## src/rtl/nim_tac_pulser.sv

```systemverilog
// NIM start/stop pulse-pair generator for TAC calibration.
// A trigger edge launches a burst of start/stop pulse pairs with programmable width, delay and period.
module nim_tac_pulser #(
   parameter int unsigned CNT_W = 32,
   parameter int unsigned NOUT  = 4
) (
   input  logic             clk,
   input  logic             reset,
   input  logic             enable,
   input  logic             trigger,
   input  logic [1:0]       start_sel,
   input  logic [1:0]       stop_sel,
   input  logic [7:0]       pulse_width,
   input  logic [CNT_W-1:0] delay,
   input  logic [CNT_W-1:0] period,
   input  logic [15:0]      burst_count,
   output logic [NOUT-1:0]  outputs,
   output logic             busy,
   output logic             done,
   output logic [15:0]      pairs_sent
);

   localparam int unsigned TW = CNT_W + 1;

   typedef enum logic [0:0] {StIdle, StActive} state_e;

   state_e           state_q, state_d;
   logic             trig_q, trig_z;
   logic [1:0]       samp_vld_q;
   logic [7:0]       w_q, w_d;
   logic [CNT_W-1:0] d_q, d_d;
   logic [TW-1:0]    pe_q, pe_d;
   logic [15:0]      burst_q, burst_d;
   logic [1:0]       start_sel_q, start_sel_d;
   logic [1:0]       stop_sel_q, stop_sel_d;
   logic [TW-1:0]    t_q, t_d;
   logic [15:0]      pairs_q, pairs_d;
   logic             done_q, done_d;
   logic [NOUT-1:0]  out_q, out_d;

   logic [7:0]       w_in;
   logic [TW-1:0]    dw_in;
   logic [TW-1:0]    pe_in;
   logic             launch;
   logic             start_hit;
   logic             stop_hit;

   // Effective width and period from the live inputs; only used at the launch edge.
   always_comb begin
      w_in  = (pulse_width == 8'd0) ? 8'd1 : pulse_width;
      dw_in = {1'b0, delay} + TW'(w_in);
      pe_in = {1'b0, period};
      if (dw_in > pe_in) begin
         pe_in = dw_in;
      end
      if (pe_in == '0) begin
         pe_in = TW'(1);
      end
   end

   // trig_z is only a real sample two clocks after reset, so a held trigger cannot launch.
   assign launch = (state_q == StIdle) && enable && trig_q && !trig_z && samp_vld_q[1];

   always_comb begin
      state_d     = state_q;
      t_d         = t_q;
      pairs_d     = pairs_q;
      done_d      = 1'b0;
      w_d         = w_q;
      d_d         = d_q;
      pe_d        = pe_q;
      burst_d     = burst_q;
      start_sel_d = start_sel_q;
      stop_sel_d  = stop_sel_q;

      unique case (state_q)
         StIdle: begin
            if (launch) begin
               state_d     = StActive;
               t_d         = '0;
               pairs_d     = '0;
               w_d         = w_in;
               d_d         = delay;
               pe_d        = pe_in;
               burst_d     = burst_count;
               start_sel_d = start_sel;
               stop_sel_d  = stop_sel;
            end
         end
         StActive: begin
            if (!enable) begin
               state_d = StIdle;
               t_d     = '0;
            end else if (t_q == pe_q - TW'(1)) begin
               t_d     = '0;
               pairs_d = (pairs_q == 16'hFFFF) ? pairs_q : pairs_q + 16'd1;
               if ((burst_q != 16'd0) && (pairs_d == burst_q)) begin
                  state_d = StIdle;
                  done_d  = 1'b1;
               end
            end else begin
               t_d = t_q + TW'(1);
            end
         end
         default: begin
            state_d = StIdle;
         end
      endcase
   end

   // Outputs are decoded from next-state values so the pulse lines come straight from flops.
   always_comb begin
      start_hit = (state_d == StActive) && (t_d < TW'(w_d));
      stop_hit  = (state_d == StActive) && ({1'b0, d_d} <= t_d) &&
                  (t_d < ({1'b0, d_d} + TW'(w_d)));
      out_d = '0;
      for (int unsigned i = 0; i < NOUT; i++) begin
         out_d[i] = (start_hit && (32'(start_sel_d) == i)) ||
                    (stop_hit && (32'(stop_sel_d) == i));
      end
   end

   always_ff @(posedge clk or posedge reset) begin
      if (reset) begin
         state_q     <= StIdle;
         trig_q      <= 1'b0;
         trig_z      <= 1'b0;
         samp_vld_q  <= 2'b00;
         w_q         <= 8'd1;
         d_q         <= '0;
         pe_q        <= TW'(1);
         burst_q     <= '0;
         start_sel_q <= '0;
         stop_sel_q  <= '0;
         t_q         <= '0;
         pairs_q     <= '0;
         done_q      <= 1'b0;
         out_q       <= '0;
      end else begin
         state_q     <= state_d;
         trig_q      <= trigger;
         trig_z      <= trig_q;
         samp_vld_q  <= {samp_vld_q[0], 1'b1};
         w_q         <= w_d;
         d_q         <= d_d;
         pe_q        <= pe_d;
         burst_q     <= burst_d;
         start_sel_q <= start_sel_d;
         stop_sel_q  <= stop_sel_d;
         t_q         <= t_d;
         pairs_q     <= pairs_d;
         done_q      <= done_d;
         out_q       <= out_d;
      end
   end

   assign outputs    = out_q;
   assign busy       = (state_q == StActive);
   assign done       = done_q;
   assign pairs_sent = pairs_q;

endmodule

```

## config.mk

```make
export PLATFORM = sky130hd
export DESIGN_NAME = nim_tac_pulser
export DESIGN_NICKNAME = d
export VERILOG_FILES = /design/src/rtl/nim_tac_pulser.sv
export SDC_FILE = /design/constraint.sdc
export NUM_CORES = 1
export LEC_CHECK = 0
export BUFFER_PORTS_ARGS = -buffer_cell sky130_fd_sc_hd__buf_2
export CAP_MARGIN = 15
export CORE_MARGIN = 2
export CORE_UTILIZATION = 35
export DETAILED_ROUTE_END_ITERATION = 12
export PLACE_DENSITY = 0.53
export REMOVE_ABC_BUFFERS = 1
export SYNTH_ARGS = -nofsm -noshare
export SYNTH_HDL_FRONTEND = slang
export SYNTH_SLANG_ARGS = --single-unit
```

## constraint.sdc

```tcl
create_clock -name clk -period 16.5 [get_ports clk]
set_clock_uncertainty 0.1 [all_clocks]
set_input_delay 2.475 -clock clk [delete_from_list [all_inputs] [get_ports clk]]
set_output_delay 2.475 -clock clk [all_outputs]
set_load 0.01 [all_outputs]
```

==> results.py <==
metrics = {
    "critical_path": {
        "worst_setup_path_startpoint": "pulse_width[4]",
        "crit_type": "in2reg",
        "crit_path_max_fanout": 46,
        "cp_common_cell": "a21oi_1",
        "crit_path_cell_trace": "buf_2 > nor4_1 > a21o_1 > ha_1 > fa_1 > a21oi_1 > o21bai_1 > a211oi_1 > o31ai_1 > and3_1 > nand2_1 > xnor2_1 > ha_1 > a21o_1 > a21o_1 > a21oi_1 > o21ai_0 > a21oi_1 > a21oi_1 > or2_2 > buf_12 > mux2i_1 > nor4_1 > a31o_2",
        "critical-path-max-stage-delay_ns": 0.78,
        "start_kind": "primary input",
        "worstReg2RegStart": "pe_q[1]",
        "cp_data_required_time_ns": 16.79,
        "r2r_setup_slack_ns": 9.19,
        "worst_setup_path_end_kind": "register",
        "cp_data_arrival_time_ns": 8.38,
        "critical_path.slowest_cell": "o31ai_1",
    },
    "final_layout": {
        "final_net_count": 2002,
        "diodes": 0,
        "final_layout_size_suffix_gt1_share_pct": 11.31,
        "area.growth.synth_to_final_pct": 12.54,
    },
    "drt": {
        "firstDrtPassIters": 7,
        "postRouteWirelength_um": 46620,
        "ant_nets": 0,
        "route.detailed.drc": 0,
        "route.detailed.vias_per_inst": 5.584,
        "via_count": 12876,
        "first_iter_violations": 1023,
        "routedWlPerCell_um": 20.22,
    },
    "power_and_ir_drop": {
        "p_per_area_nw_per_um2": 89.15,
        "power.share.clock_pct": 29.9,
        "p_int_uw": 824.9,
        "pwr-share-seq_pct": 35.7,
        "total_switching_power_uw": 519.9,
        "power.share.switching_pct": 38.66,
        "power_uw": 1345,
        "power.combinational.fraction_pct": 34.4,
        "max-vdd-ir-drop_uv": 76.92,
        "p_leak_uw": 0.006919,
    },
    "synthesis": {
        "yosys_warnings": 0,
        "synth_top_cell_by_area": "dfrtp_1",
        "syn-instance-count": 1708,
        "seq_area_frac_synth_pct": 28.40,
        "netlist_top_cells_area": "dfrtp_1, ha_1, nand2_1",
        "ffs_latches_synth": 152,
        "synthFlopType": "dfrtp_1",
        "syn-cell-area_um2": 13400,
        "synth.lib_cells_used.distinct": 72,
        "synth_enable_flop_cells": 0,
        "synth_area_per_cell_um2": 7.848,
        "synth.top_cells.by_count": "nand2_1, dfrtp_1, ha_1, inv_1, nor2_1",
        "post-synth-top-count-cell": "nand2_1",
        "asyncSetResetFlopFracSynth_pct": 100.0,
        "yosysTopAreaCellShare_pct": 28.00,
    },
    "clock_tree": {
        "tritoncts": "done",
        "clk_pin_slew_worst_paths_ns": 0.08,
        "clkSinkCount": 152,
        "cts_resized": 0,
        "clk_path_buf_depth": 2,
        "cts-hold-fix-buffers": 0,
        "numCtsBuffers": 17,
        "clk-insertion-delay-late_ns": 0.45,
        "cts.repair_timing.setup_buffer_count": 0,
        "htree_num_levels": 4,
        "cts_root_buffer": "clkbuf_16",
    },
    "global_route": {
        "overflow": 0,
        "track_usage_pct": 23.94,
        "global_route_wire_length_before_repair_um": 71680,
        "pin_count_of_the_biggest_net_entering_global_routing": 80,
        "antenna_found_initial": 0,
        "number_of_global_route_vias_before_repair": 12091,
    },
    "die": {
        "fp.dieW_um": 199.7,
        "io_pins": 118,
        "std_cell_rows": 71,
        "die_h_um": 199.7,
        "initial_utilization_pct": 35.59,
        "design.core.area_um2": 37670,
        "floorplan.die_area_um2": 39880,
    },
    "sta": {
        "tightest_slew_ns": 0.9694,
        "fmaxAchievable_mhz": 123.5,
        "period_share_pct": 49.07,
        "setup-tns-final_ns": 0,
        "worst_rel_slew_slack_pct": 35.37,
        "setup_viol": 0,
        "final-hold-violation-count": 0,
        "timing_max_transition_violations_final": 0,
        "final_worst_path_period_need_ns": 8.096,
        "rsz0062_at_grt": "false",
        "layout_setup_ws_ns": 8.404,
    },
    "placement": {
        "post-place-ws_ns": 7.598,
        "dp_hpwl_um": 37080,
        "portBuffers": 117,
        "gp_routability_congestion": 0.9359,
    },
    "status": {
        "result_of_the_run": "completed",
    },
    "job": {
        "max_capacitance_violation_count": 0,
    },
    "min_path": {
        "min-delay-start": "samp_vld_q[0]",
        "hold_class": "reg2reg",
    },
}
-- per-stage QoR --
step / hold slack, ns / utilization (%) / cells / area, µm²
after CTS: 0.2564 / 39.98 / 2304 / 15060
after floorplan: 0.2312 / - / 1623 / 13070
after global placement: 0.2355 / 38.43 / 2272 / 14480
final: 0.2532 / 40.05 / 2306 / 15080
after detailed placement: 0.2412 / 38.43 / 2272 / 14480
after global routing: 0.2632 / 40.05 / 2306 / 15080
-- routing by layer --
layer	share of wire, %	up-vias	track usage, %
met1	47	6210	33.45
met4	1.7	0	5.624
met2	46	404	38.86
li1	-	6229	-
met3	5.4	33	3.544
met5	0	-	0
-- power groups by stage --
| stage | registers, µW | logic, µW | clock network, µW |
|---|---|---|---|
| finish | 480 | 463 | 402 |
| detailed placement | 487 | 457 | 0 |
| global route | 487 | 521 | 428 |
| CTS | 480 | 460 | 413 |
| floorplan | 466 | 327 | 0 |
| global placement | 485 | 454 | 0 |
-- worst max-delay path, delay by kind of cell --
family	cells	cell delay (ns)
adder cells (fa/ha/maj)	3	0.78
AND/OR/NAND/NOR	5	1.41
buffers and inverters	2	0.39
AO/OA/AOI/OAI	12	2.73
multiplexers	1	0.16
XOR/XNOR	1	0.41
-- logic make-up after synthesis --
group / Yosys count / share of synthesized area [%]
adder cells (fa/ha/maj): 124 / 11.69
AND/OR/NAND/NOR: 680 / 25.00
XOR/XNOR: 130 / 8.494
multiplexers: 28 / 2.128
AO/OA/AOI/OAI: 390 / 18.44
buffers and inverters: 203 / 5.834
other: 1 / 0.02798
flip-flops: 152 / 28.40
-- cells in the final DEF (no fill, tap or decap), types with 7 or more instances in the layout --
cell / count
nand2_1: 238
nor2b_1: 19
and3_1: 16
buf_2: 117
inv_1: 117
o31ai_1: 21
dfrtp_1: 150
a211oi_1: 11
a21oi_1: 98
inv_6: 7
nor2_1: 115
a31oi_1: 12
nand3_1: 58
clkbuf_16: 17
mux2i_1: 24
nor3_1: 49
o21ai_0: 111
or2_2: 8
a21o_1: 36
nor4_1: 35
ha_1: 122
nand4_1: 51
xnor2_1: 92
o31a_1: 9
buf_4: 21
a22o_1: 12
xor2_1: 38
and4_1: 7
o21a_1: 11
or4_1: 19
or3_1: 15
o21bai_1: 8
nand2b_1: 17
-- sequential cells by signal (all words and copies together) (netlist names) --
name and flops:
burst_q 16, busy 1, d_q 32, done 1, outputs 4, pairs_sent 16, pe_q 33, samp_vld_q 2
start_sel_q 2, stop_sel_q 2, t_q 33, trig_q 1, trig_z 1, w_q 8
-- final timing paths --
check,end,cells after the start
max,pe_q[0],24
min,samp_vld_q[1],0
max reg2reg,outputs[1],24
min reg2reg,samp_vld_q[1],0
max in group asynchronous,d_q[31],3
min in group asynchronous,pe_q[13],2
-- layout make-up --
cell class | instances | area [µm²]
clock inverter | 15 | 157.7
multi-input combinational | 1353 | 8840
sequential | 152 | 3806
tap | 511 | 639.4
clock buffer | 17 | 425.4
fill | 3925 | 22580
inverter | 118 | 447.9
timing repair buffer | 140 | 768.2
Power figures use the tool's default switching activity.
